$ cat config.mk
export PLATFORM = sky130hd
export DESIGN_NAME = mcp_scan_ctrl
export DESIGN_NICKNAME = d
export VERILOG_FILES = /design/src/rtl/mcp_scan_ctrl_pkg.sv /design/src/rtl/mcp_scan_ctrl_tick.sv /design/src/rtl/mcp_scan_ctrl.sv
export SDC_FILE = /design/constraint.sdc
export NUM_CORES = 1
export LEC_CHECK = 0
export BUFFER_PORTS_ARGS = -buffer_cell sky130_fd_sc_hd__buf_2
export CORE_ASPECT_RATIO = 0.75
export CORE_MARGIN = 2
export CORE_UTILIZATION = 50
export CTS_CLUSTER_DIAMETER = 40
export DETAILED_ROUTE_END_ITERATION = 8
export GPL_ROUTABILITY_DRIVEN = 0
export PLACE_DENSITY_LB_ADDON = 0.08
export REMOVE_ABC_BUFFERS = 1
export SETUP_SLACK_MARGIN = 0.5
export SLEW_MARGIN = 0
export SYNTH_ARGS = -nofsm -noshare
export SYNTH_HDL_FRONTEND = slang
export SYNTH_SLANG_ARGS = --single-unit
export TNS_END_PERCENT = 30
$ cat constraint.sdc
create_clock -name clk -period 5.34 [get_ports clk]
set_input_delay 0.267 -clock clk [delete_from_list [all_inputs] [get_ports clk]]
set_output_delay 0.267 -clock clk [all_outputs]
set_load 0.02 [all_outputs]
$ cat src/rtl/mcp_scan_ctrl_pkg.sv
// Shared definitions for the multi-channel ADC scan controller:
// FSM state encoding, default geometry and default alarm thresholds.
package mcp_scan_ctrl_pkg;

  localparam int NUM_CH_DEF   = 8;
  localparam int ADC_BITS_DEF = 10;

  localparam logic [9:0] THRESH_HI_DEF = 10'd600;
  localparam logic [9:0] THRESH_LO_DEF = 10'd560;

  typedef enum logic [2:0] {
    IDLE      = 3'd0,
    WAIT_TICK = 3'd1,
    SELECT    = 3'd2,
    START     = 3'd3,
    WAIT_DONE = 3'd4,
    STORE     = 3'd5
  } state_t;

endpackage

$ cat src/rtl/mcp_scan_ctrl_tick.sv
// Scan period generator: free-running 0..PERIOD_CYC-1 counter that only
// runs while enabled, with a tick asserted in the wrap cycle.
module scan_tick_gen
  import mcp_scan_ctrl_pkg::*;
#(
  parameter int PERIOD_CYC = 50000
) (
  input  logic clk,
  input  logic rst_n,
  input  logic enable,
  output logic tick
);

  localparam int CNT_W = (PERIOD_CYC > 1) ? $clog2(PERIOD_CYC) : 1;
  localparam logic [CNT_W-1:0] LAST = CNT_W'(PERIOD_CYC - 1);

  logic [CNT_W-1:0] r_cnt;

  always_ff @(posedge clk) begin
    if (!rst_n || !enable) begin
      r_cnt <= '0;
    end else if (r_cnt == LAST) begin
      r_cnt <= '0;
    end else begin
      r_cnt <= r_cnt + 1'b1;
    end
  end

  assign tick = enable && (r_cnt == LAST);

endmodule

$ cat src/rtl/mcp_scan_ctrl.sv
// Periodic ADC scan controller: walks the channel mask once per period,
// issues conversions to an SPI converter, publishes results and drives an alarm LED.
module mcp_scan_ctrl
  import mcp_scan_ctrl_pkg::*;
#(
  parameter int                  NUM_CH      = NUM_CH_DEF,
  parameter int                  ADC_BITS    = ADC_BITS_DEF,
  parameter int                  PERIOD_CYC  = 50000,
  parameter int                  TIMEOUT_CYC = 4096,
  parameter logic [ADC_BITS-1:0] THRESH_HI   = THRESH_HI_DEF,
  parameter logic [ADC_BITS-1:0] THRESH_LO   = THRESH_LO_DEF
) (
  input  logic                clk,
  input  logic                rst_n,
  input  logic                enable,
  input  logic [NUM_CH-1:0]   ch_mask,
  input  logic [2:0]          alarm_ch,
  output logic                conv_start,
  output logic [2:0]          conv_ch,
  input  logic                conv_busy,
  input  logic                conv_done,
  input  logic [ADC_BITS-1:0] conv_data,
  output logic                res_valid,
  output logic [2:0]          res_ch,
  output logic [ADC_BITS-1:0] res_data,
  output logic                scan_done,
  output logic                timeout_err,
  output logic                led,
  output state_t              dbg_state
);

  localparam int PTR_W  = $clog2(NUM_CH + 1);
  localparam int CH_W   = (NUM_CH > 1) ? $clog2(NUM_CH) : 1;
  localparam int TCNT_W = (TIMEOUT_CYC > 1) ? $clog2(TIMEOUT_CYC) : 1;

  state_t            r_state;
  logic [PTR_W-1:0]  r_ptr;
  logic [TCNT_W-1:0] r_tcnt;

  logic w_tick;
  logic w_ptr_in_range;
  logic w_ptr_last;
  logic w_mask_bit;
  logic w_tmo;
  logic w_alarm_hit;

  scan_tick_gen #(
    .PERIOD_CYC (PERIOD_CYC)
  ) u_tick (
    .clk    (clk),
    .rst_n  (rst_n),
    .enable (enable),
    .tick   (w_tick)
  );

  assign w_ptr_in_range = (r_ptr < PTR_W'(NUM_CH));
  assign w_ptr_last     = (r_ptr == PTR_W'(NUM_CH - 1));
  assign w_mask_bit     = w_ptr_in_range && ch_mask[r_ptr[CH_W-1:0]];
  assign w_tmo          = (r_tcnt == TCNT_W'(TIMEOUT_CYC - 1));
  assign w_alarm_hit    = (conv_ch == alarm_ch);
  assign dbg_state      = r_state;

  // Converter handshake: conv_start is a single-cycle request issued only in a
  // cycle where conv_busy was sampled low; conv_done is honoured only in WAIT_DONE.
  always_ff @(posedge clk) begin
    if (!rst_n) begin
      r_state     <= IDLE;
      r_ptr       <= '0;
      r_tcnt      <= '0;
      conv_start  <= 1'b0;
      conv_ch     <= '0;
      res_valid   <= 1'b0;
      res_ch      <= '0;
      res_data    <= '0;
      scan_done   <= 1'b0;
      timeout_err <= 1'b0;
      led         <= 1'b0;
    end else begin
      conv_start <= 1'b0;
      res_valid  <= 1'b0;
      scan_done  <= 1'b0;
      case (r_state)
        IDLE: begin
          r_ptr  <= '0;
          r_tcnt <= '0;
          if (enable) r_state <= WAIT_TICK;
        end
        WAIT_TICK: begin
          if (!enable) begin
            r_state <= IDLE;
          end else if (w_tick) begin
            r_ptr   <= '0;
            r_state <= SELECT;
          end
        end
        SELECT: begin
          if (!enable) begin
            r_state <= IDLE;
          end else if (!w_ptr_in_range) begin
            scan_done <= 1'b1;
            r_state   <= WAIT_TICK;
          end else if (w_mask_bit) begin
            conv_ch <= 3'(r_ptr);
            r_state <= START;
          end else if (w_ptr_last) begin
            scan_done <= 1'b1;
            r_state   <= WAIT_TICK;
          end else begin
            r_ptr <= r_ptr + 1'b1;
          end
        end
        START: begin
          if (!enable) begin
            r_state <= IDLE;
          end else if (!conv_busy) begin
            conv_start <= 1'b1;
            r_tcnt     <= '0;
            r_state    <= WAIT_DONE;
          end
        end
        WAIT_DONE: begin
          // A done arriving on the timeout cycle still wins.
          if (conv_done) begin
            res_valid <= 1'b1;
            res_ch    <= conv_ch;
            res_data  <= conv_data;
            if (w_alarm_hit) begin
              if (conv_data >= THRESH_HI) begin
                led <= 1'b1;
              end else if (conv_data <= THRESH_LO) begin
                led <= 1'b0;
              end
            end
            r_state <= STORE;
          end else if (w_tmo) begin
            timeout_err <= 1'b1;
            r_ptr       <= r_ptr + 1'b1;
            r_state     <= enable ? SELECT : IDLE;
          end else begin
            r_tcnt <= r_tcnt + 1'b1;
          end
        end
        STORE: begin
          r_ptr   <= r_ptr + 1'b1;
          r_state <= enable ? SELECT : IDLE;
        end
        default: r_state <= IDLE;
      endcase
    end
  end

endmodule

==> results of run 1 <==
[through the flow]
step                total power, mW  util [%]  setup WS (ns)
floorplan                     0.552         -           3.43
global placement              0.597      57.1           3.37
detailed placement            0.600      57.1           3.30
CTS                           0.919      59.5           3.28
global route                  0.951      59.5           3.08
finish                        0.908      59.5           3.26
[flip-flops by register name, summed over array words and instances, names as in the netlist, 3 cells and up]
name	flops
r_ptr	4
dbg_state	3
r_tcnt	12
res_ch	3
u_tick.r_cnt	16
conv_ch	3
res_data	10
[worst max-delay path, cell delays in order (launching register included)]
cell and delay (ns):
dfxtp_1 0.66, nand4b_1 0.22, a21oi_4 0.31, o21ai_2 0.17, or4_1 0.49, a21oi_1 0.14
[logic make-up (layout without fill, tap and decap cells)]
family | after synthesis | count (layout) | synth area share (%)
and+or+nand+nor | 153 | 153 | 27.9
DFF | 56 | 56 | 39.7
AOI/OAI and AO/OA | 55 | 55 | 15.5
xor gates and xnor gates | 24 | 24 | 7.44
buffers and inverters | 19 | 60 | 3.19
muxes | 13 | 13 | 4.96
adders and majority gates | 3 | 3 | 1.33
[cell usage in the layout (no fill, tap or decap), types with 2 or more instances in the layout]
master / Yosys / layout
ha_1: 3 / 3
nor2b_1: 7 / 7
o211ai_1: 5 / 5
mux2i_1: 11 / 11
and3_1: 6 / 6
inv_1: 4 / 4
nand2_1: 48 / 48
or4_1: 4 / 4
nor2_1: 30 / 30
mux2_4: 2 / 2
and2_1: 2 / 2
nor3_1: 2 / 2
bufinv_16: 0 / 2
nand3_1: 18 / 18
clkbuf_8: 0 / 5
buf_2: 3 / 49
xor2_1: 14 / 14
nand4b_1: 2 / 2
nor3b_2: 2 / 2
and4_1: 6 / 6
or3_1: 5 / 5
nand2b_1: 4 / 4
dfxtp_1: 56 / 56
nand4_1: 10 / 10
o21ai_0: 9 / 9
o2111ai_1: 2 / 2
xnor2_1: 10 / 10
a21boi_0: 17 / 17
a21oi_1: 5 / 5
o21a_1: 3 / 3
[worst paths after layout]
kind                                           startpoint                       end  slack (ns)
worst max-delay path            dbg_state[0]$_SDFFE_PN0P_   r_tcnt[10]$_SDFFE_PN0P_        3.26
worst min-delay path                            conv_busy     conv_start$_SDFF_PN0_        0.19
worst max register to register  dbg_state[0]$_SDFFE_PN0P_   r_tcnt[10]$_SDFFE_PN0P_        3.26
worst min register to register   res_data[2]$_SDFFE_PN0P_  res_data[2]$_SDFFE_PN0P_        0.47
[power groups by stage]
stage	combinational (mW)	clock, mW	sequential (mW)
floorplan	0.0976	0	0.454
global placement	0.144	0	0.453
detailed placement	0.146	0	0.454
CTS	0.146	0.328	0.444
global route	0.162	0.342	0.447
finish	0.147	0.317	0.444
[per-layer routing]
| layer | wire length [um] | vias to the layer above | track usage, % |
|---|---|---|---|
| li1 | - | 1220 | - |
| met1 | 2900 | 1031 | 27.1 |
| met2 | 2530 | 45 | 31.3 |
| met3 | 302 | 4 | 4.81 |
| met4 | 44 | 0 | 4.55 |
| met5 | 0 | - | 0 |
[final cells by class]
class / instances / area share, %
Clock buffer: 5 / 2.14
Multi-Input combinational cell: 248 / 50.1
Clock inverter: 2 / 1.87
Timing Repair Buffer: 49 / 7.62
Tap cell: 75 / 2.92
Inverter: 4 / 0.467
Sequential cell: 56 / 34.9
==> reports/results.tsv, run 1 <==
stage	metric	value	unit
sta	Max Slew Vio Count	0	
die	die area	0.00627	mm^2
routing	First-pass DRT Iterations	4	
placed_design	dpl cell area	0.00309	mm^2
synth	post-synthesis sequential area ratio	39.7	%
die	Cell Rows	23	
layout	Area growth syn-to-layout	13.9	%
die	Boundary Pins	50	
clock_network	Setup Fix Bufs, Post-CTS	0	
synth	dominant cell type by area after synthesis	dfxtp_1	
sta	RSZ-0062 raised after global routing	false	
pwr	sw frac	26.6	%
layout	non-filler cells, final	439	
placed_design	HPWL after DPL	4190	um
die	Die Ht	69.1	um
placed_design	DP Cell Count	432	
clock_network	CTS Buf Count	5	
clock_network	later-pin clock latency in the skew report	0.31	ns
pwr	Max VDD drop	0.195	mV
layout	Final #Nets	393	
synth	Post-synth top cells	dfxtp_1, nand2_1, nor2_1	
sta	final hold violations	0	
global_routing	total grt overflow	0	
routing	Via Count	2300	
sta	Final setup viols	0	
sta	skew final	0.00932	ns
sta	setup tns final	0	ns
flow_run	max_cap viols	0	
clock_network	CTS max path bufs	2	
pwr	Seq pwr share	48.9	%
synth	largest cells by area after synthesis	dfxtp_1, nand2_1, a21boi_0	
routing	initial drt markers	106	
setup_path	Critical Path Start Type	flop	
status	status	completed	
routing	# DRC	0	
die	starting density of the core	52.2	%
clock_network	CTS Root Cell	clkbuf_8	
clock_network	CTS tree	done	
clock_network	clk slew on worst S/H paths	0.09	ns
clock_network	hold buffers post-CTS	0	
sta	hold slack	0.186	ns
placed_design	PortBufs	49	
routing	wire per inst	13.2	um
global_routing	total track usage	19.6	%
pwr	PwrDens	282	mW/mm^2
global_routing	number of global-route vias before repair	2251	
layout	layout cells sized above 1	18.4	%
sta	Fmax	482	MHz
synth	Synth Cell Area	0.00282	mm^2
clock_network	htree depth	2	
routing	Final ANT Viol Nets	0	
synth	Avg Inst Size Synth	8.74	um^2
sta	Worst-Margin Slew	0.619	ns
layout	area of the multi-input gates	0.00161	mm^2
setup_path	Worst Path Required	5.57	ns
routing	vias per std cell	5.24	
synth	synth warn	0	
global_routing	pin count of the biggest net entering global routing	36	
synth	count of different cell masters after synthesis	51	
sta	Final Cycle Share	38.9	%
hold_path	Hold Path Depth	2	
routing	final WL	5780	um
layout	post-route cell area	0.00322	mm^2
layout	Reg area	0.00112	mm^2
die	Core ar.	0.00541	mm^2
setup_path	reg2reg path depth	5	
pwr	Psw	0.242	mW
setup_path	WS Path Type	reg -> reg	
setup_path	CP Capture Type	flop	
clock_network	post_cts resized	0	
synth	top cell type's share of synthesized area	39.7	%
synth	count leader, synth	dfxtp_1	
setup_path	worst-path fanout max	16	
pwr	clock share of power	34.9	%
sta	Max-slew headroom	58.6	%
synth	number of flops mapped to enable cells by yosys	0	
synth	Synth Register Bits	56	
clock_network	CTS Sinks	56	
sta	fin crit period	2.08	ns
pwr	P_int	0.666	mW
pwr	leakage	1.23	nW
synth	Post-Syn Instances	323	
synth	ys async rst share	0	%
die	Die W	90.8	um
pwr	Comb power frac	16.2	%
global_routing	initial antenna violation count	0	
layout	Fillers	509	
layout	antenna cell count	0	
setup_path	crit path DAT	2.31	ns
synth	Most used DFF post-synth	dfxtp_1	
hold_path	hold crit path type	in -> reg	
global_routing	first-pass GRT wire length	10300	um
No activity file was read; power rests on OpenSTA's default activity.
==> inputs of run 2 (changes only) <==
- clock period: 5.34 -> 2.14 ns (I/O delays scaled with it)
==> reports/results.tsv, run 2 (same netlist as run 1, synthesis figures left out) <==
stage	metric	value	unit	change
clock_network	CTS tree	done		
global_routing	initial antenna violation count	0		unchanged
clock_network	CTS Sinks	56		unchanged
sta	RSZ-0062 raised after global routing	true		
layout	Largest register FFs	16		unchanged
routing	Via Count	2566		+12%
layout	area of the multi-input gates	0.00172	mm^2	+6.7%
routing	final WL	6790	um	+17%
clock_network	CTS max path bufs	2		unchanged
layout	Reg area	0.00114	mm^2	+1.7%
hold_path	hold crit path type	in -> reg		
sta	Fmax	562	MHz	+17%
placed_design	PortBufs	49		unchanged
sta	fin crit period	1.78	ns	-0.296 ns
clock_network	later-pin clock latency in the skew report	0.31	ns	about the same
sta	Worst-Margin Slew	0.443	ns	-0.176 ns
layout	largest register by flop count	u_tick.r_cnt		
routing	# DRC	0		unchanged
global_routing	total track usage	20.3	%	+0.61 points
setup_path	Critical Path Start Type	flop		
setup_path	worst-path fanout max	3		-13
sta	skew final	0.00379	ns	-0.00552 ns
die	starting density of the core	52.2	%	unchanged
pwr	Max VDD drop	0.520	mV	+170%
layout	layout cells sized above 1	29.8	%	+11 points
die	Boundary Pins	50		unchanged
pwr	leakage	1.37	nW	+11%
setup_path	CP Capture Type	flop		
layout	antenna cell count	0		unchanged
global_routing	total grt overflow	0		unchanged
routing	initial drt markers	141		+33%
routing	vias per std cell	5.49		+4.9%
pwr	PwrDens	671	mW/mm^2	+140%
sta	Final setup viols	0		unchanged
clock_network	CTS Buf Count	5		unchanged
die	die area	0.00627	mm^2	unchanged
hold_path	Hold Path Depth	2		unchanged
die	Cell Rows	23		unchanged
die	Die Ht	69.1	um	unchanged
sta	setup tns final	0	ns	unchanged
flow_run	max_cap viols	0		unchanged
layout	Core Util, Final	65.3	%	+5.8 points
sta	Max Slew Vio Count	0		unchanged
status	status	completed		
sta	Max-slew headroom	70.5	%	+12 points
setup_path	crit path DAT	1.99	ns	-0.32 ns
layout	most frequent cells in the layout	dfxtp_1, buf_2, nand2_1, nor2_1, buf_4		
layout	Fillers	463		-9.0%
die	Core ar.	0.00541	mm^2	unchanged
layout	Area growth syn-to-layout	25.0	%	
sta	final hold violations	0		unchanged
clock_network	hold buffers post-CTS	0		unchanged
placed_design	HPWL after DPL	4380	um	+4.4%
global_routing	pin count of the biggest net entering global routing	27		-25%
setup_path	reg2reg path depth	6		+1
layout	biggest regs	u_tick.r_cnt (16), r_tcnt (12), res_data (10)		
global_routing	first-pass GRT wire length	10700	um	+3.8%
die	Die W	90.8	um	unchanged
layout	Final #Nets	420		+6.9%
clock_network	htree depth	2		unchanged
clock_network	CTS Root Cell	clkbuf_8		
sta	Final Cycle Share	83.2	%	+44 points
setup_path	WS Path Type	reg -> reg		
routing	Final ANT Viol Nets	0		unchanged
routing	wire per inst	14.5	um	+10%
setup_path	Worst Path Required	2.35	ns	-3.22 ns
routing	First-pass DRT Iterations	5		+1
global_routing	number of global-route vias before repair	2376		+5.6%
clock_network	clk slew on worst S/H paths	0.10	ns	about the same
[run 2: worst paths after layout]
| check | slack [ns] | startpoint | end |
|---|---|---|---|
| hold reg to reg | 0.46 | res_data[7]$_SDFFE_PN0P_ | res_data[7]$_SDFFE_PN0P_ |
| setup reg to reg | 0.36 | u_tick.r_cnt[1]$_SDFF_PP0_ | dbg_state[0]$_SDFFE_PN0P_ |
| hold / removal | 0.03 | conv_busy | conv_start$_SDFF_PN0_ |
| setup / recovery | 0.36 | u_tick.r_cnt[1]$_SDFF_PP0_ | dbg_state[0]$_SDFFE_PN0P_ |
[run 2: area by class of cell]
| cell class | count | area share, % |
|---|---|---|
| clock buffers | 6 | 2.06 |
| clock inverters | 2 | 1.10 |
| inverters | 4 | 0.425 |
| multi-input cells | 248 | 48.7 |
| flip-flops and latches | 56 | 32.3 |
| well taps | 75 | 2.66 |
| repair buffers | 76 | 12.8 |
[run 2: report_power, final]
group          internal, mW  total [mW]  switching [mW]  leakage, nW
combinational         0.266       0.576           0.310        0.856
sequential             1.06        1.09          0.0329        0.456
clock                 0.354       0.701           0.347       0.0558
[run 2: per-layer routing]
layer / global-route usage [%] / vias up / routed length, um
met3: 4.15 / 10 / 433
li1: - / 1279 / -
met4: 5.39 / 0 / 106
met2: 33.3 / 88 / 3190
met5: 0 / - / 0
met1: 27.3 / 1189 / 3060
[run 2: what timing repair did]
item                                    in CTS  in global routing
pin swaps                                    7                  7
resized for setup                           16                 19
endpoints found under the setup margin      22                 23
setup buffers                                6                 12
endpoints found under the hold margin        0                  0
[run 2: worst max-delay path, cell delays in order (launching register included)]
cell and delay (ns):
dfxtp_2 0.37, ha_4 0.13, and4_4 0.23, nand4_1 0.21, a41oi_1 0.32, nand3_1 0.18, mux2i_1 0.25
[run 2: stage by stage]
step	instance area (um^2)	cells	setup WS (ns)	hold WS, ns	power, mW
final	3530	467	0.360	0.0321	2.37
after detailed placement	3160	441	0.150	0.340	1.52
after CTS	3370	455	0.377	0.00632	2.25
after floorplan	2750	308	0.226	0.186	1.38
after global placement	3160	441	0.204	0.340	1.52
after global routing	3530	467	0.260	0.00801	2.47
==> inputs of run 3 (changes only) <==
- clock period: 2.14 -> 1.7 ns (I/O delays scaled with it)
==> reports/results.tsv, run 3 (same netlist as run 1, synthesis figures left out) <==
stage	metric	value	unit	change
sta	RSZ-0062 raised after global routing	true		
setup_path	worst setup path start	dbg_state[0]$_SDFFE_PN0P_		
die	die area	0.00627	mm^2	unchanged
sta	Final setup viols	7		+7
sta	Max Slew Vio Count	0		unchanged
layout	largest register by flop count	u_tick.r_cnt		
sta	final hold violations	0		unchanged
routing	initial drt markers	129		-8.5%
die	Die Ht	69.1	um	unchanged
setup_path	R2R Path End	r_tcnt[10]$_SDFFE_PN0P_		
hold_path	hold path endpoint	res_data[2]$_SDFFE_PN0P_		
sta	Fmax	579	MHz	+3.0%
layout	Final #Nets	440		+4.8%
routing	Final ANT Viol Nets	0		unchanged
sta	setup tns final	-0.116	ns	-0.116 ns
setup_path	worst-path fanout max	11		+8
layout	layout cells sized above 1	35.2	%	+5.3 points
sta	fin crit period	1.73	ns	-0.0519 ns
routing	First-pass DRT Iterations	4		-1
setup_path	WS Path Type	reg -> reg		
sta	Final Cycle Share	102	%	+18 points
layout	biggest regs	u_tick.r_cnt (16), r_tcnt (12), res_data (10)		
routing	routed wl met2	3170	um	-0.47%
setup_path	reg2reg path depth	5		-1
sta	Worst-Margin Slew	0.356	ns	-0.0872 ns
setup_path	crit path DAT	1.98	ns	about the same
routing	wire per inst	13.9	um	-4.0%
global_routing	number of global-route vias before repair	2411		+1.5%
clock_network	clk slew on worst S/H paths	0.10	ns	about the same
layout	non-filler cells, final	487		+4.3%
setup_path	worst reg-to-reg setup slack	-0.03	ns	-0.39 ns
clock_network	CTS max path bufs	2		unchanged
clock_network	CTS tree	done		
die	Boundary Pins	50		unchanged
routing	Via Count	2601		+1.4%
placed_design	PortBufs	49		unchanged
setup_path	Reg2Reg Launch Point	dbg_state[0]$_SDFFE_PN0P_		
hold_path	hold path startpoint	conv_data[2]		
global_routing	total track usage	22.5	%	+2.2 points
setup_path	Worst Path Required	1.96	ns	-0.39 ns
routing	vias per std cell	5.34		-2.8%
pwr	PwrDens	751	mW/mm^2	+12%
global_routing	pin count of the biggest net entering global routing	23		-15%
global_routing	total grt overflow	0		unchanged
layout	antenna cell count	0		unchanged
clock_network	CTS Buf Count	5		unchanged
die	Die W	90.8	um	unchanged
setup_path	CP Capture Type	flop		
die	starting density of the core	52.2	%	unchanged
pwr	Max VDD drop	0.513	mV	-1.4%
flow_run	max_cap viols	0		unchanged
routing	final WL	6790	um	+0.12%
sta	skew final	0.00790	ns	+0.00411 ns
global_routing	first-pass GRT wire length	11600	um	+8.9%
die	Core ar.	0.00541	mm^2	unchanged
hold_path	hold crit path type	in -> reg		
sta	Max-slew headroom	76.3	%	+5.8 points
routing	# DRC	0		unchanged
status	status	finished with violations		
status	failing checks	setup timing		
die	Cell Rows	23		unchanged
sta	post-route setup slack	-0.0279	ns	-0.388 ns
setup_path	Critical Path Start Type	flop		
hold_path	Hold Path Depth	3		+1
routing	DR top layer	met4		
clock_network	htree depth	2		unchanged
placed_design	DP Cell Count	477		+8.2%
pwr	leakage	1.46	nW	+7.1%
global_routing	initial antenna violation count	0		unchanged
clock_network	later-pin clock latency in the skew report	0.32	ns	about the same
layout	Largest register FFs	16		unchanged
routing	WL met1	3190	um	+4.3%
layout	most common cell after layout, fill and taps aside	buf_2		
layout	most frequent cells in the layout	buf_2, nand2_1, dfxtp_1, buf_4, nor2_1		
layout	Area growth syn-to-layout	31.5	%	
clock_network	CTS Root Cell	clkbuf_8		
routing	metal3 WL	376	um	-13%
clock_network	CTS Sinks	56		unchanged
placed_design	HPWL after DPL	4740	um	+8.4%
## run 3: critical path, stage by stage, from the launching register on
cell     delay (ns)
dfxtp_2        0.39
or2_4          0.31
a21oi_4        0.21
o21ai_2        0.13
or4_1          0.47
a21oi_1        0.15
## run 3: through the flow
stage	area [um^2]	worst slack (ns)	hold slack [ns]	power [mW]	util [%]
after floorplan	2750	-0.214	0.164	1.73	-
after global placement	3430	-0.0509	0.316	1.98	63.3
after detailed placement	3430	-0.0894	0.306	1.99	63.3
after CTS	3640	-0.0418	0.000474	2.78	67.3
after global routing	3710	-0.174	0.00242	2.93	68.6
final	3710	-0.0279	0.0113	2.79	68.6
## run 3: how the worst max path moves through the flow
| stage | endpoint | slack, ns | cells past startpoint |
|---|---|---|---|
| 5_1_grt | r_ptr[3]$_SDFFE_PN0P_ | -0.17 | 6 |
| 2_1_floorplan | r_tcnt[10]$_SDFFE_PN0P_ | -0.21 | 5 |
| 4_1_cts | r_ptr[3]$_SDFFE_PN0P_ | -0.04 | 6 |
| 3_5_place_dp | r_ptr[3]$_SDFFE_PN0P_ | -0.09 | 6 |
| 3_3_place_gp | r_ptr[2]$_SDFFE_PN0P_ | -0.05 | 6 |
| 6_report | r_tcnt[10]$_SDFFE_PN0P_ | -0.03 | 5 |
## run 3: area by class of cell
cell class | count | area, um^2
fill | 456 | 1700
clock inverter | 2 | 16.3
multi-input combinational | 248 | 1750
timing repair buffer | 96 | 627
tap | 75 | 93.8
inverter | 4 | 18.8
clock buffer | 6 | 72.6
sequential | 56 | 1130
## run 3: repair_timing
action,CTS,global route
gates resized for setup,32,22
endpoints found under the setup margin,56,58
pin swaps,21,4
hold endpoints to repair,1,0
hold buffers,1,0
buffers inserted,0,1
## run 3: power by group
part	internal [mW]	switching, mW
logic	0.307	0.365
clock network	0.294	0.441
registers	1.33	0.0454
## run 3: routing by layer
metal  up-vias  track usage, %
li1       1315               -
met1      1216            31.0
met2        64            35.7
met3         6            5.68
met4         0            5.22
met5         -               0
